<file path="src/rtl/crc8_spi_rx_check.sv">
`default_nettype none
// ============================================================================
//  Module   : crc8_spi_rx_check
//  Purpose  : SPI-side receive checker for the 24-bit data + CRC-8 link.
//             Oversamples SPI mode-0 pins in the clk domain and deserialises
//             32-bit frames (24 data bits, then 8 CRC bits, MSB first). It
//             runs CRC-8 (x^8+x^4+x^3+x^2+1) over the whole frame and reports
//             the payload with pass/fail status.
//  Ports    : clk, rst         - system clock (>= 4x sclk), sync active-high reset
//             spi_sclk/cs_n/mosi - asynchronous SPI pins
//             rx_data          - payload of the last completed 32-bit frame
//             rx_valid         - 1-cycle pulse, 32-bit frame completed
//             rx_crc_err       - 1-cycle pulse with rx_valid, CRC residue != 0
//             rx_len_err       - 1-cycle pulse, frame ended with count != 32
//             busy             - frame in progress (SHIFT or DONE)
//  Option   : `define CRC8_SPI_ERR_CNT_EN adds input err_cnt_clr and output
//             err_cnt[15:0], a saturating error-pulse counter.
//  Revision : 1.0 - initial release
// ============================================================================
module crc8_spi_rx_check #(
  parameter int         SYNC_STAGES = 2,      // 2..3
  parameter logic [7:0] CRC_INIT    = 8'hFF
) (
  input  logic        clk,
  input  logic        rst,
  input  logic        spi_sclk,
  input  logic        spi_cs_n,
  input  logic        spi_mosi,
`ifdef CRC8_SPI_ERR_CNT_EN
  input  logic        err_cnt_clr,
  output logic [15:0] err_cnt,
`endif
  output logic [23:0] rx_data,
  output logic        rx_valid,
  output logic        rx_crc_err,
  output logic        rx_len_err,
  output logic        busy
);

  localparam logic [7:0] CRC_POLY    = 8'h1D;
  localparam logic [5:0] FRAME_BITS  = 6'd32;
  localparam logic [5:0] BIT_CNT_MAX = 6'd63;

  typedef enum logic [1:0] {
    IDLE  = 2'd0,
    SHIFT = 2'd1,
    DONE  = 2'd2
  } state_t;

  // --------------------------------------------------------------------------
  // Pin synchronisers and edge detection
  // --------------------------------------------------------------------------
  logic [SYNC_STAGES-1:0] sclk_sync, cs_sync, mosi_sync;
  logic                   sclk_d, cs_d;
  logic                   sclk_s, cs_s, mosi_s;
  logic                   sclk_rise, cs_fall, cs_rise;

  always_ff @(posedge clk) begin
    if (rst) begin
      sclk_sync <= '0;
      cs_sync   <= '1;
      mosi_sync <= '0;
      sclk_d    <= 1'b0;
      cs_d      <= 1'b1;
    end else begin
      sclk_sync <= {sclk_sync[SYNC_STAGES-2:0], spi_sclk};
      cs_sync   <= {cs_sync[SYNC_STAGES-2:0],   spi_cs_n};
      mosi_sync <= {mosi_sync[SYNC_STAGES-2:0], spi_mosi};
      sclk_d    <= sclk_s;
      cs_d      <= cs_s;
    end
  end

  assign sclk_s    = sclk_sync[SYNC_STAGES-1];
  assign cs_s      = cs_sync[SYNC_STAGES-1];
  assign mosi_s    = mosi_sync[SYNC_STAGES-1];
  assign sclk_rise = sclk_s & ~sclk_d;
  assign cs_fall   = ~cs_s & cs_d;
  assign cs_rise   = cs_s & ~cs_d;

  // --------------------------------------------------------------------------
  // Frame FSM
  // --------------------------------------------------------------------------
  state_t      state, next_state;
  logic [5:0]  bit_cnt;
  logic [7:0]  lfsr, lfsr_nx;
  logic [31:0] sr;
  logic        valid_nx, crc_err_nx, len_err_nx;
  logic        crc_fb;

  // Serial CRC step for the bit currently on the synchronised mosi line.
  assign crc_fb  = lfsr[7] ^ mosi_s;
  assign lfsr_nx = {lfsr[6:0], 1'b0} ^ (crc_fb ? CRC_POLY : 8'h00);

  always_comb begin
    next_state = state;
    valid_nx   = 1'b0;
    crc_err_nx = 1'b0;
    len_err_nx = 1'b0;
    case (state)
      IDLE:  if (cs_fall) next_state = SHIFT;
      SHIFT: if (cs_rise) next_state = DONE;
      DONE: begin
        // A correctly framed word leaves a zero residue in the LFSR.
        next_state = IDLE;
        if (bit_cnt == FRAME_BITS) begin
          valid_nx   = 1'b1;
          crc_err_nx = (lfsr != 8'h00);
        end else begin
          len_err_nx = 1'b1;
        end
      end
      default: next_state = IDLE;
    endcase
  end

  always_ff @(posedge clk) begin
    if (rst) begin
      state      <= IDLE;
      bit_cnt    <= 6'd0;
      lfsr       <= CRC_INIT;
      sr         <= 32'd0;
      rx_data    <= 24'd0;
      rx_valid   <= 1'b0;
      rx_crc_err <= 1'b0;
      rx_len_err <= 1'b0;
    end else begin
      state      <= next_state;
      rx_valid   <= valid_nx;
      rx_crc_err <= crc_err_nx;
      rx_len_err <= len_err_nx;
      if (valid_nx) rx_data <= sr[31:8];

      if (state == IDLE && cs_fall) begin
        lfsr    <= CRC_INIT;
        bit_cnt <= 6'd0;
        sr      <= 32'd0;
      end

      // Stays in SHIFT for this cycle even when cs_rise coincides, so the
      // final bit is captured before the frame closes.
      if (state == SHIFT && sclk_rise) begin
        sr   <= {sr[30:0], mosi_s};
        lfsr <= lfsr_nx;
        if (bit_cnt != BIT_CNT_MAX) bit_cnt <= bit_cnt + 6'd1;
      end
    end
  end

  assign busy = (state != IDLE);

`ifdef CRC8_SPI_ERR_CNT_EN
  // --------------------------------------------------------------------------
  // Saturating error counter; clear has priority over increment.
  // --------------------------------------------------------------------------
  always_ff @(posedge clk) begin
    if (rst || err_cnt_clr) begin
      err_cnt <= 16'd0;
    end else if ((rx_crc_err || rx_len_err) && (err_cnt != 16'hFFFF)) begin
      err_cnt <= err_cnt + 16'd1;
    end
  end
`endif

endmodule
`default_nettype wire

</file>
<file path="config.mk">
export PLATFORM = sky130hd
export DESIGN_NAME = crc8_spi_rx_check
export DESIGN_NICKNAME = d
export VERILOG_FILES = /design/src/rtl/crc8_spi_rx_check.sv
export SDC_FILE = /design/constraint.sdc
export NUM_CORES = 1
export LEC_CHECK = 0
export ABC_AREA = 0
export CORE_AREA = 5 5 90 92
export CTS_CLUSTER_SIZE = 25
export DETAILED_ROUTE_END_ITERATION = 10
export DIE_AREA = 0 0 95 97
export DONT_BUFFER_PORTS = 1
export HOLD_SLACK_MARGIN = 0.1
export PLACE_DENSITY = 0.56
export SETUP_SLACK_MARGIN = 0.2
export SLEW_MARGIN = 20
export SYNTH_ARGS = -nofsm -noshare
export SYNTH_HDL_FRONTEND = slang
export SYNTH_SLANG_ARGS = --single-unit
</file>
<file path="constraint.sdc">
create_clock -name clk -period 3.07 [get_ports clk]
set_clock_uncertainty 0.1 [all_clocks]
set_input_delay 0.614 -clock clk [delete_from_list [all_inputs] [get_ports clk]]
set_output_delay 0.614 -clock clk [all_outputs]
set_load 0.02 [all_outputs]
</file>
==> impl_metrics.tcl, run 1 <==
set metrics [dict create \
    cts_tree "yes" \
    multi_input_area_um2 1240 \
    slowest_stage "dfxtp_1" \
    worstSetupPathType "flip-flop to flip-flop" \
    post-route-min-period_ns 1.97 \
    grt_pass1_vias 1901 \
    fill_cells 691 \
    seq_area_um2 1660 \
    rows 31 \
    synth.area.top_cells "dfxtp_1 (56%), mux2i_1 (8.7%), a22oi_1 (8.0%)" \
    ys_types 36 \
    syn-num-nets 304 \
    clk_latency_ns 0.34 \
    numCtsBuffers 9 \
    path_max_fanout 36 \
    clkPwrFrac_pct 43.7 \
    die_h_um 97 \
    die_w_um 95 \
    wl_met2_um 2260 \
    fin_crit_sh_pct 64.3 \
    worstHoldPathCells 1 \
    min_to "mosi_sync[0]" \
    setup_viol 0 \
    worstPathArrival_ns 2.13 \
    ys_seq_elements 83 \
    wl_met3_um 320 \
    end_kind "flip-flop" \
    grt_pass1_wl_um 9290 \
    rr_endpoint "bit_cnt[3]" \
    synthCells 297 \
    dp_hpwl_um 3220 \
    ioPinCount 33 \
    power.leakage_uw 0.00110 \
    hold_start "rst" \
    fin_nets 298 \
    hold_class "primary input to flip-flop" \
    tns_ns 0 \
    pwr_density_cell_nw_per_um2 603 \
    synth_area_um2 2990 \
    drive_gt1_share_pct 9.15 \
    area_growth_pct 9.71 \
    cts.sinks 83 \
    antenna_cells 0 \
    ir_worst_vdd_mv 0.227 \
    start_util_pct 41.9 \
    rsz0062_at_grt "no" \
    firstDrtPassIters 4 \
    p_seq_share_pct 54.9 \
    max-cap-violations 0 \
    crit_required_ns 3.22 \
    p_sw_uw 386 \
    hold_violations 0 \
    cts_hold_buf 0 \
    highest_layer "met4" \
    critPathLaunchType "flip-flop" \
    status "finished clean" \
    max_stage_delay_ns 0.39 \
    clock_path_buffers 2 \
    r2r_setup_slack_ns 1.10 \
    rr_worst_depth 5 \
    core_area_um2 7140 \
    final_common_cell "dfxtp_1" \
    vias 2012 \
    slew_headroom_pct 55.0 \
    syn_area_per_cell_um2 10.1 \
    clkTransAtPathRegs_ns 0.07 \
    wl_met1_um 2650 \
    yosysTopAreaCellShare_pct 55.6 \
    layout_common_cells "dfxtp_1 (83), nor2_1 (62), a22oi_1 (32), mux2i_1 (26), clkbuf_8 (11)" \
    wl_per_cell_um 13.4 \
    max_freq_ghz 0.507 \
    htreeDepth 3 \
    grt_max_degree 83 \
    via_per_inst 5.11 \
    timing.hold.ws_ns 0.246 \
    r2r-start "state[1]" \
    port_buffers 0 \
    p_int_uw 1590 \
    yosysWarnings 0 \
    grt_use_total_pct 12.5 \
    tightest_slew_ns 0.665 \
    drc 0 \
    sw_frac_of_total_pct 19.5 \
    antenna_found_initial 0 \
    postCtsSetupBuffers 0 \
    antenna_left 0 \
    place_congestion 0.767 \
    combPwrFrac_pct 1.4 \
    dieArea_um2 9220 \
    root_buffer "clkbuf_8" \
    detail_route.iter0.violations 127 \
    crit_chain "nor4bb_4, buf_4, o21ai_0, mux2i_1, a211oi_1" \
    routed_wl_um 5300 \
    maxSlewViolCount 0 \
    synth.largest_area_cell "dfxtp_1" \
    grt-ovfl-total 0 \
    cts-resized-gates 0 \
    yosysSeqAreaShare_pct 55.6 \
]
## kinds of logic (layout without fill, tap and decap cells)
group | Yosys count | in the layout | synth area share [%]
and+or+nand+nor | 105 | 105 | 17.1
DFF | 83 | 83 | 55.6
AOI/OAI and AO/OA | 52 | 52 | 12.2
muxes | 27 | 27 | 9.08
buffers and inverters | 23 | 21 | 3.68
xor gates and xnor gates | 4 | 4 | 1.17
adders and majority gates | 3 | 3 | 1.17
## stage by stage
| stage | instances | total power [uW] | instance area, um2 | util [%] | setup WS (ns) |
|---|---|---|---|---|---|
| after floorplan | 297 | 1150 | 2990 | - | 1.33 |
| after global placement | 379 | 1140 | 3060 | 42.8 | 1.15 |
| after detailed placement | 379 | 1140 | 3060 | 42.8 | 1.08 |
| after CTS | 394 | 2010 | 3280 | 46.0 | 1.07 |
| after global routing | 394 | 2060 | 3280 | 46.0 | 0.875 |
| final | 394 | 1980 | 3280 | 46.0 | 1.10 |
## Yosys cell counts (all sizes together)
master,number
inv,3
nor2,63
buf,4
xor2,4
a21oi,3
ha,2
a31oi,1
o22ai,8
o211ai,1
nor4,3
mux2,1
o21ai,3
a211oi,2
or3,1
nand3,3
nand4bb,1
maj3,1
mux2i,26
nor2b,5
a32oi,1
nor3b,1
nand2,4
nor4bb,1
nor3,6
or4b,1
or2,4
nor4b,1
nand3b,1
clkbuf,16
dfxtp,83
a21boi,1
a22oi,32
nand2b,10
## per-layer routing
| layer | GRT usage, % | vias up |
|---|---|---|
| li1 | - | 1021 |
| met1 | 17.7 | 937 |
| met2 | 16.6 | 47 |
| met3 | 3.65 | 7 |
| met4 | 7.33 | 0 |
| met5 | 0 | - |
## worst max-delay path, delay by kind of cell, from the launching register on
kind                   cells  cell delay [ns]
and+or+nand+nor            1             0.32
buffers and inverters      1             0.39
DFF                        1             0.39
muxes                      1             0.18
AOI/OAI and AO/OA          2             0.52
## layout make-up
cell class,instances,share of cell area (%)
flip-flops and latches,83,50.6
multi-input cells,191,37.7
clock buffers,11,4.61
well taps,99,3.78
clock inverters,4,2.25
repair buffers,3,0.686
inverters,3,0.343
## sequential cells by signal, indices dropped and copies added (netlist names)
| name | cells |
|---|---|
| rx_crc_err | 1 |
| sclk_d | 1 |
| rx_valid | 1 |
| sclk_sync | 2 |
| rx_data | 24 |
| mosi_sync | 2 |
| sr | 32 |
| cs_sync | 2 |
| state | 2 |
| bit_cnt | 6 |
| rx_len_err | 1 |
| lfsr | 8 |
| cs_d | 1 |
## worst max path at each step
stage	from	endpoint	slack [ns]	cells after the start
after global placement	state[1]	bit_cnt[3]	1.15	5
final	state[1]	bit_cnt[3]	1.10	5
after CTS	state[1]	bit_cnt[3]	1.07	5
after floorplan	bit_cnt[4]	rx_data[10]	1.33	5
after global routing	state[0]	bit_cnt[3]	0.87	5
after detailed placement	state[1]	bit_cnt[3]	1.08	5
## power by group through the flow
stage / Clock, uW / Sequential (uW) / Combinational, uW
finish: 864 / 1090 / 27.8
detailed placement: 0 / 1110 / 28.2
CTS: 898 / 1090 / 28.3
global placement: 0 / 1110 / 28.0
global route: 946 / 1090 / 30.9
floorplan: 0 / 1110 / 36.1
Power figures use the tool's default switching activity.
==> inputs of run 2 (changes only) <==
--- a/config.mk
+++ b/config.mk
@@ -12,7 +12,7 @@
 export DIE_AREA = 0 0 95 97
 export DONT_BUFFER_PORTS = 1
 export HOLD_SLACK_MARGIN = 0.1
-export PLACE_DENSITY = 0.56
+export PLACE_DENSITY = 0.58
 export SETUP_SLACK_MARGIN = 0.2
 export SLEW_MARGIN = 20
 export SYNTH_ARGS = -nofsm -noshare
==> constraint.sdc (replaced) <==
create_clock -name clk -period 1.7 [get_ports clk]
set_clock_uncertainty 0.1 [all_clocks]
set_input_delay 0.34 -clock clk [delete_from_list [all_inputs] [get_ports clk]]
set_output_delay 0.34 -clock clk [all_outputs]
set_load 0.02 [all_outputs]
==> run 2 against run 1 <==
  * The flow now finishes with violations (negative hold slack)
  * First-iteration DRC count up 1.6%
  * Routed wire length rose by 26%
  * Total power rose by 72%
  * Sequential power grew 80%
  * Critical path depth is 1 higher
  * Global-route usage rose by 1.4 points
  * Design area grew 23%
  * Non-clock buffer count grew 33
==> impl_metrics.tcl, run 2 (synthesized netlist as in run 1, its figures left out) <==
set metrics [dict create \
    final_common_cell "dfxtp_1" \
    via_per_inst 5.20 \
    grt-ovfl-total 0 \
    antenna_left 0 \
    critPathLaunchType "flip-flop" \
    core_area_um2 7140 \
    hold_class "primary input to flip-flop" \
    die_w_um 95 \
    port_buffers 0 \
    top_register "sr" \
    worstSetupPathType "flip-flop to flip-flop" \
    start_util_pct 41.9 \
    cts_hold_buf 9 \
    max-cap-violations 0 \
    max_stage_delay_ns 0.40 \
    grt_pass1_wl_um 10300 \
    clock_path_buffers 2 \
    worstPathArrival_ns 1.80 \
    area_growth_pct 34.9 \
    largest_reg_flops 32 \
    wl_per_cell_um 15.6 \
    detail_route.iter0.violations 129 \
    die_h_um 97 \
    ioPinCount 33 \
    dp_hpwl_um 3250 \
    max_freq_ghz 0.602 \
    drc 0 \
    violations "negative hold slack" \
    vias 2227 \
    clkTransAtPathRegs_ns 0.09 \
    clk_latency_ns 0.35 \
    maxSlewViolCount 0 \
    pwr_density_cell_nw_per_um2 845 \
    dp_cells 387 \
    post-route-min-period_ns 1.66 \
    routed_wl_um 6690 \
    antenna_cells 0 \
    power_uw 3410 \
    path_delay_family "simple AND/OR/NAND/NOR gates" \
    power.leakage_uw 0.00136 \
    antenna_found_initial 0 \
    fin_crit_sh_pct 97.7 \
    layout_common_cells "dfxtp_1 (77), nor2_1 (62), a22oi_2 (32), mux2i_1 (26)" \
    worst-path-buf-inv 2 \
    crit_required_ns 1.84 \
    slew_headroom_pct 71.0 \
    cts_tree "yes" \
    grt_pass1_vias 2095 \
    dieArea_um2 9220 \
    grt_use_total_pct 13.9 \
    ir_worst_vdd_mv 0.414 \
    status "complete, but fails checks" \
    slowest_stage "or3_4" \
    stdcell_count 428 \
    path_max_fanout 6 \
    cts.sinks 83 \
    post-route-util_pct 56.5 \
    end_kind "flip-flop" \
    rows 31 \
    drive_gt1_share_pct 35.0 \
    htreeDepth 3 \
    place_congestion 0.753 \
    setup_viol 0 \
    firstDrtPassIters 4 \
    crit_chain "or3_4, nor3_4, buf_6, clkbuf_16, mux2i_1, nor2_1" \
    root_buffer "clkbuf_8" \
    grt_max_degree 83 \
    reg.largest.list "sr: 32 flops, rx_data: 24 flops, lfsr: 8 flops" \
    rsz0062_at_grt "yes" \
    tightest_slew_ns 0.434 \
    hold_violations 65 \
    numCtsBuffers 9 \
    fin_nets 331 \
    timing.hold.ws_ns -0.0336 \
]
-- run 2: power by group --
part,leakage (uW),switching [uW],internal (uW)
logic,0.000594,54.5,69.2
clock network,0.0000925,768,557
registers,0.000674,9.79,1950
total,0.00136,833,2580
-- run 2: path summary, 6_finish.rpt --
| path | from | endpoint | slack (ns) | cells past startpoint |
|---|---|---|---|---|
| worst max register to register | bit_cnt[2] | rx_data[22] | 0.04 | 6 |
| worst min register to register | bit_cnt[0] | bit_cnt[0] | 0.42 | 3 |
| worst min-delay path | rst | sr[31] | -0.03 | 1 |
| worst max-delay path | bit_cnt[2] | rx_data[22] | 0.04 | 6 |
-- run 2: area by class of cell --
| cell class | count | area [um2] |
|---|---|---|
| Clock buffer | 9 | 124 |
| Timing Repair Buffer | 36 | 470 |
| Tap cell | 99 | 124 |
| Clock inverter | 7 | 58.8 |
| Inverter | 3 | 11.3 |
| Multi-Input combinational cell | 191 | 1570 |
| Sequential cell | 83 | 1670 |
| Fill cell | 642 | 3100 |
-- run 2: worst register-to-register path: stages, from the launching register on --
cell,delay (ns)
dfxtp_2,0.33
or3_4,0.40
nor3_4,0.17
buf_6,0.16
clkbuf_16,0.15
mux2i_1,0.20
nor2_1,0.05
-- run 2: what timing repair did --
action,4_1_cts,5_1_grt
pin swaps,2,22
setup buffers,7,4
resized for setup,16,70
setup endpoints to repair,71,71
endpoints found under the hold margin,81,74
cloned,2,4
-- run 2: metrics by stage --
| stage | TNS (ns) | setup WS [ns] | cell area [um2] |
|---|---|---|---|
| floorplan | 0 | 0.0211 | 3010 |
| global placement | 0 | 0.0851 | 3160 |
| detailed placement | 0 | 0.0795 | 3160 |
| CTS | 0 | 0.0791 | 3570 |
| global route | -0.0250 | -0.0168 | 4030 |
| finish | 0 | 0.0390 | 4030 |
-- run 2: routing by layer --
metal  vias up  GRT usage [%]  wire length [um]
met4         0           6.77               140
met2        30           20.8              3260
met3         8           3.88               214
li1       1093              -                 -
met5         -              0                 0
met1      1096           18.4              3070
